## src/rtl/vend_credit_fsm.sv

```systemverilog
// Vending machine credit controller: accumulates coin credit, vends at PRICE, returns change as nickel pulses.
// Optional REVENUE_CNT_EN adds a saturating 16-bit Revenue counter output.
module vend_credit_fsm #(
    parameter int PRICE           = 65,
    parameter int MAX_CREDIT      = 95,
    parameter int DISPENSE_CYCLES = 4
) (
    input  logic        Clk,
    input  logic        rst,
    input  logic        Nickel,
    input  logic        Dime,
    input  logic        Quarter,
    input  logic        Select,
    input  logic        Cancel,
    output logic [6:0]  Credit,
    output logic        Dispense,
    output logic        ChangeNickel,
    output logic        CoinReject,
    output logic        NoFunds,
`ifdef REVENUE_CNT_EN
    output logic [15:0] Revenue,
`endif
    output logic        Busy
);

    localparam int CW = (DISPENSE_CYCLES > 1) ? $clog2(DISPENSE_CYCLES) : 1;
    localparam logic [6:0]    PRICE_C   = 7'(PRICE);
    localparam logic [7:0]    MAX_C     = 8'(MAX_CREDIT);
    localparam logic [CW-1:0] CNT_LAST  = CW'(DISPENSE_CYCLES - 1);

    typedef enum logic [2:0] {
        ST_IDLE     = 3'd0,
        ST_ACCUM    = 3'd1,
        ST_DISPENSE = 3'd2,
        ST_CHANGE   = 3'd3
    } state_t;

    state_t          state_r;
    logic [6:0]      credit_r;
    logic [CW-1:0]   cnt_r;
    logic            gap_r;
    logic            dispense_r;
    logic            change_nickel_r;
    logic            coin_reject_r;
    logic            no_funds_r;
    logic            busy_r;
    logic [5:0]      coin_val_s;
    logic            coin_any_s;
    logic [7:0]      sum_s;

    // Coin value of this cycle and the 8-bit candidate credit, wide enough that it cannot wrap
    always_comb begin
        coin_val_s = (Nickel  ? 6'd5  : 6'd0)
                   + (Dime    ? 6'd10 : 6'd0)
                   + (Quarter ? 6'd25 : 6'd0);
        coin_any_s = Nickel | Dime | Quarter;
        sum_s      = {1'b0, credit_r} + {2'b00, coin_val_s};
    end

    // Main controller: state, credit and all registered outputs
    always_ff @(posedge Clk) begin
        if (!rst) begin
            state_r         <= ST_IDLE;
            credit_r        <= 7'd0;
            cnt_r           <= '0;
            gap_r           <= 1'b0;
            dispense_r      <= 1'b0;
            change_nickel_r <= 1'b0;
            coin_reject_r   <= 1'b0;
            no_funds_r      <= 1'b0;
            busy_r          <= 1'b0;
        end else begin
            change_nickel_r <= 1'b0;
            coin_reject_r   <= 1'b0;
            no_funds_r      <= 1'b0;
            case (state_r)
                ST_IDLE, ST_ACCUM: begin
                    if (Cancel && (credit_r != 7'd0)) begin
                        state_r       <= ST_CHANGE;
                        busy_r        <= 1'b1;
                        gap_r         <= 1'b0;
                        coin_reject_r <= coin_any_s;
                    end else if (Select && (credit_r >= PRICE_C)) begin
                        state_r       <= ST_DISPENSE;
                        credit_r      <= credit_r - PRICE_C;
                        dispense_r    <= 1'b1;
                        busy_r        <= 1'b1;
                        cnt_r         <= '0;
                        coin_reject_r <= coin_any_s;
                    end else begin
                        // Select reaching here is always short of funds; coins still count
                        no_funds_r <= Select;
                        if (coin_any_s) begin
                            if (sum_s <= MAX_C) begin
                                credit_r <= sum_s[6:0];
                                state_r  <= ST_ACCUM;
                            end else begin
                                coin_reject_r <= 1'b1;
                            end
                        end else begin
                            state_r <= (credit_r == 7'd0) ? ST_IDLE : ST_ACCUM;
                        end
                    end
                end
                ST_DISPENSE: begin
                    coin_reject_r <= coin_any_s;
                    if (cnt_r == CNT_LAST) begin
                        dispense_r <= 1'b0;
                        gap_r      <= 1'b0;
                        if (credit_r != 7'd0) begin
                            state_r <= ST_CHANGE;
                        end else begin
                            state_r <= ST_IDLE;
                            busy_r  <= 1'b0;
                        end
                    end else begin
                        cnt_r <= cnt_r + CW'(1);
                    end
                end
                ST_CHANGE: begin
                    coin_reject_r <= coin_any_s;
                    if (gap_r) begin
                        gap_r <= 1'b0;
                    end else if (credit_r != 7'd0) begin
                        change_nickel_r <= 1'b1;
                        credit_r        <= credit_r - 7'd5;
                        gap_r           <= 1'b1;
                    end else begin
                        state_r <= ST_IDLE;
                        busy_r  <= 1'b0;
                    end
                end
                default: begin
                    state_r    <= ST_IDLE;
                    credit_r   <= 7'd0;
                    cnt_r      <= '0;
                    gap_r      <= 1'b0;
                    dispense_r <= 1'b0;
                    busy_r     <= 1'b0;
                end
            endcase
        end
    end

`ifdef REVENUE_CNT_EN
    logic        vend_s;
    logic [16:0] rev_sum_s;
    logic [15:0] revenue_r;

    // Detects the edge that enters DISPENSE and forms the widened revenue sum
    always_comb begin
        vend_s    = ((state_r == ST_IDLE) || (state_r == ST_ACCUM))
                  && !(Cancel && (credit_r != 7'd0))
                  && Select && (credit_r >= PRICE_C);
        rev_sum_s = {1'b0, revenue_r} + 17'(PRICE);
    end

    // Saturating revenue counter
    always_ff @(posedge Clk) begin
        if (!rst) begin
            revenue_r <= 16'd0;
        end else if (vend_s) begin
            revenue_r <= rev_sum_s[16] ? 16'hFFFF : rev_sum_s[15:0];
        end else begin
            revenue_r <= revenue_r;
        end
    end

    assign Revenue = revenue_r;
`endif

    assign Credit       = credit_r;
    assign Dispense     = dispense_r;
    assign ChangeNickel = change_nickel_r;
    assign CoinReject   = coin_reject_r;
    assign NoFunds      = no_funds_r;
    assign Busy         = busy_r;

endmodule

```

## config.mk

```make
export PLATFORM = sky130hd
export DESIGN_NAME = vend_credit_fsm
export DESIGN_NICKNAME = d
export VERILOG_FILES = /design/src/rtl/vend_credit_fsm.sv
export SDC_FILE = /design/constraint.sdc
export NUM_CORES = 1
export LEC_CHECK = 0
export BUFFER_PORTS_ARGS = -buffer_cell sky130_fd_sc_hd__buf_2
export CORE_UTILIZATION = 52
export DETAILED_ROUTE_END_ITERATION = 8
export HOLD_SLACK_MARGIN = 0.12
export PLACE_DENSITY = 0.86
export SLEW_MARGIN = 20
export SYNTH_ARGS = -nofsm -noshare
export SYNTH_HDL_FRONTEND = slang
export SYNTH_SLANG_ARGS = --single-unit
```

## constraint.sdc

```tcl
create_clock -name Clk -period 3.8 [get_ports Clk]
set_input_delay 1.14 -clock Clk [delete_from_list [all_inputs] [get_ports Clk]]
set_output_delay 1.14 -clock Clk [all_outputs]
set_load 0.03 [all_outputs]
```

==> flow_metrics.py <==
metrics = {
    "status": {
        "status": "completed",
    },
    "cts": {
        "cts_buffer_depth": 2,
        "cts_resized": 0,
        "clock_latency_ns": 0.29,
        "cts_tree": "built",
        "clkSinkCount": 17,
        "clockRootBuffer": "clkbuf_4",
        "clkTransAtPathRegs_ns": 0.11,
        "post_cts_buffers": 0,
        "htree_levels": 1,
        "cts_hold_buffers": 0,
        "cts_buffers": 3,
    },
    "floorplan": {
        "initial_core_util_pct": 54.5,
        "fp.dieArea_um2": 3080,
        "io_pins": 19,
        "core_um2": 2730,
        "rows": 19,
        "die_width_um": 55.5,
        "floorplan.die.height_um": 55.5,
    },
    "yosys": {
        "synth_area_um2": 1490,
        "yosysMostFrequentCell": "a21oi_1",
        "synth.avg_cell_area_um2": 7.93,
        "synth_top_area_share_pct": 22.8,
        "synth_cells": 188,
        "netlist_top_cells_area": "dfxtp_1 23%, ha_1 10%, a21oi_1 6.7%",
        "yosys-top-cells-count": "20 x a21oi_1, 19 x nor2_1, 17 x dfxtp_1",
        "yosysUniqueCellTypes": 57,
        "syn_nets": 210,
        "ys_seq_area_share_pct": 22.8,
        "synthFlopType": "dfxtp_1",
        "synth-seq-cells": 17,
        "synth_edf_count": 0,
        "async_flop_share_pct": 0,
        "synth_warnings": 0,
        "synth_largest_area_cell": "dfxtp_1",
    },
    "layout": {
        "fill_cells": 234,
        "nNetsFinal": 236,
        "layout-drive-gt1-share_pct": 21.1,
        "antenna_cells": 0,
        "final_core_util_pct": 62.0,
        "area_delta_synth_final_pct": 13.7,
    },
    "critical_path": {
        "cp_data_required_time_ns": 3.98,
        "crit_arrival_ns": 3.73,
        "critPathCaptureType": "flop",
        "start_kind": "input pin",
        "path_class": "in -> reg",
        "crit_fanout": 4,
    },
    "placement": {
        "pre_cts_slack_ns": -0.0648,
        "port_buffers": 18,
        "dp_hpwl_um": 2650,
        "place.gp.congestion": 0.874,
    },
    "global_routing": {
        "antenna_found_initial": 0,
        "grt_pass1_wl_um": 5610,
        "global_route.usage.total_pct": 22.5,
        "grt-ovfl-total": 0,
        "grt_max_degree": 18,
        "first_global_vias": 1261,
    },
    "sta": {
        "worst_slack_ns": 0.246,
        "slew_headroom_pct": 60.0,
        "period_needed_ns": 3.55,
        "worst_slew_pin_slew_ns": 0.601,
        "fmax_ghz": 0.281,
        "period_share_pct": 93.5,
        "skew_ns": 0.00546,
        "slew_viol_final": 0,
        "hold_viol": 0,
        "grt_setup_unrepaired": "no",
        "setup_viol": 0,
    },
    "drt": {
        "wl_per_cell_um": 13.6,
        "drt-total-wl_um": 3310,
        "vias_per_cell": 5.96,
        "dr.pass1.iters": 4,
        "drtAntennaViolNets": 0,
        "vias": 1455,
        "drt_iter0_markers": 52,
        "drc": 0,
    },
    "flow_run": {
        "maxCapViolations": 0,
    },
    "pwr": {
        "p_leak_nw": 0.739,
        "p_total_w": 0.00140,
        "vdd_drop_max_mv": 0.523,
        "pwr_density_cell_nw_per_um2": 828,
    },
    "min_path": {
        "hp-class": "reg -> reg",
    },
}
==> critical path: stages <==
cell and delay (ns):
buf_2 0.11, fa_1 0.42, ha_1 0.22, fa_2 0.35, a21o_1 0.20, or4b_1 0.51, o211ai_2 0.25, nand3b_4 0.11
buf_4 0.16, a21oi_1 0.18, a311oi_2 0.08
==> sequential cells by signal, summed over array words and instances, names as in the netlist <==
| signal | flops |
|---|---|
| Busy | 1 |
| ChangeNickel | 1 |
| CoinReject | 1 |
| Credit | 7 |
| Dispense | 1 |
| NoFunds | 1 |
| cnt_r | 2 |
| gap_r | 1 |
| state_r | 2 |
==> cell type report <==
class / count / area (um2) / area share (%)
Clock inverter: 1 / 5.00 / 0.295
Sequential cell: 17 / 340 / 20.1
Timing Repair Buffer: 27 / 158 / 9.31
Multi-Input combinational cell: 154 / 1090 / 64.3
Clock buffer: 3 / 22.5 / 1.33
Tap cell: 31 / 38.8 / 2.29
Inverter: 11 / 41.3 / 2.44
==> stage by stage <==
| step | hold slack (ns) | instances | cell area, um2 | setup TNS (ns) |
|---|---|---|---|---|
| after floorplan | 0.435 | 188 | 1500 | 0 |
| after global placement | 0.456 | 240 | 1670 | -0.0262 |
| after detailed placement | 0.467 | 240 | 1670 | -0.278 |
| after CTS | 0.485 | 244 | 1690 | 0 |
| after global routing | 0.520 | 244 | 1690 | 0 |
| final | 0.480 | 244 | 1690 | 0 |
==> worst paths after layout <==
check             cells after the start  slack [ns]       from         to
hold reg to reg                       2        0.48       Busy       Busy
hold / removal                        2        0.48       Busy       Busy
setup / recovery                     11        0.25     Nickel  Credit[2]
setup reg to reg                     11        0.63  Credit[3]  Credit[2]
==> placed cells by master (no fill, tap or decap), drive strengths merged, types with 5 or more instances in the layout <==
cell type and n:
o21ai 10, nand2 16, buf 27, nand3 5, nor2 19, a211oi 5
ha 12, dfxtp 17, nand2b 6, inv 10, a21oi 21, a31oi 5
==> routing by layer <==
metal  up-vias  global-route usage [%]  wire length, um
met3         4                    3.75              252
met1       645                    31.9             1550
met5         -                       0                0
met4         0                    5.00               31
met2        63                    36.0             1470
li1        743                       -                -
==> where the power goes <==
| part | total [W] | switching (W) | internal, W |
|---|---|---|---|
| Clock | 0.000102 | 0.0000627 | 0.0000391 |
| Combinational | 0.000961 | 0.000546 | 0.000416 |
| Sequential | 0.000339 | 0.000102 | 0.000237 |
==> cell families after synthesis <==
| group | Yosys count | synth area share (%) |
|---|---|---|
| AOI/OAI and AO/OA | 60 | 27.5 |
| xor gates and xnor gates | 3 | 1.76 |
| adders and majority gates | 16 | 14.8 |
| buffers and inverters | 17 | 4.87 |
| DFF | 17 | 22.8 |
| muxes | 1 | 0.672 |
| and+or+nand+nor | 74 | 27.5 |
No activity file was read; power rests on OpenSTA's default activity.
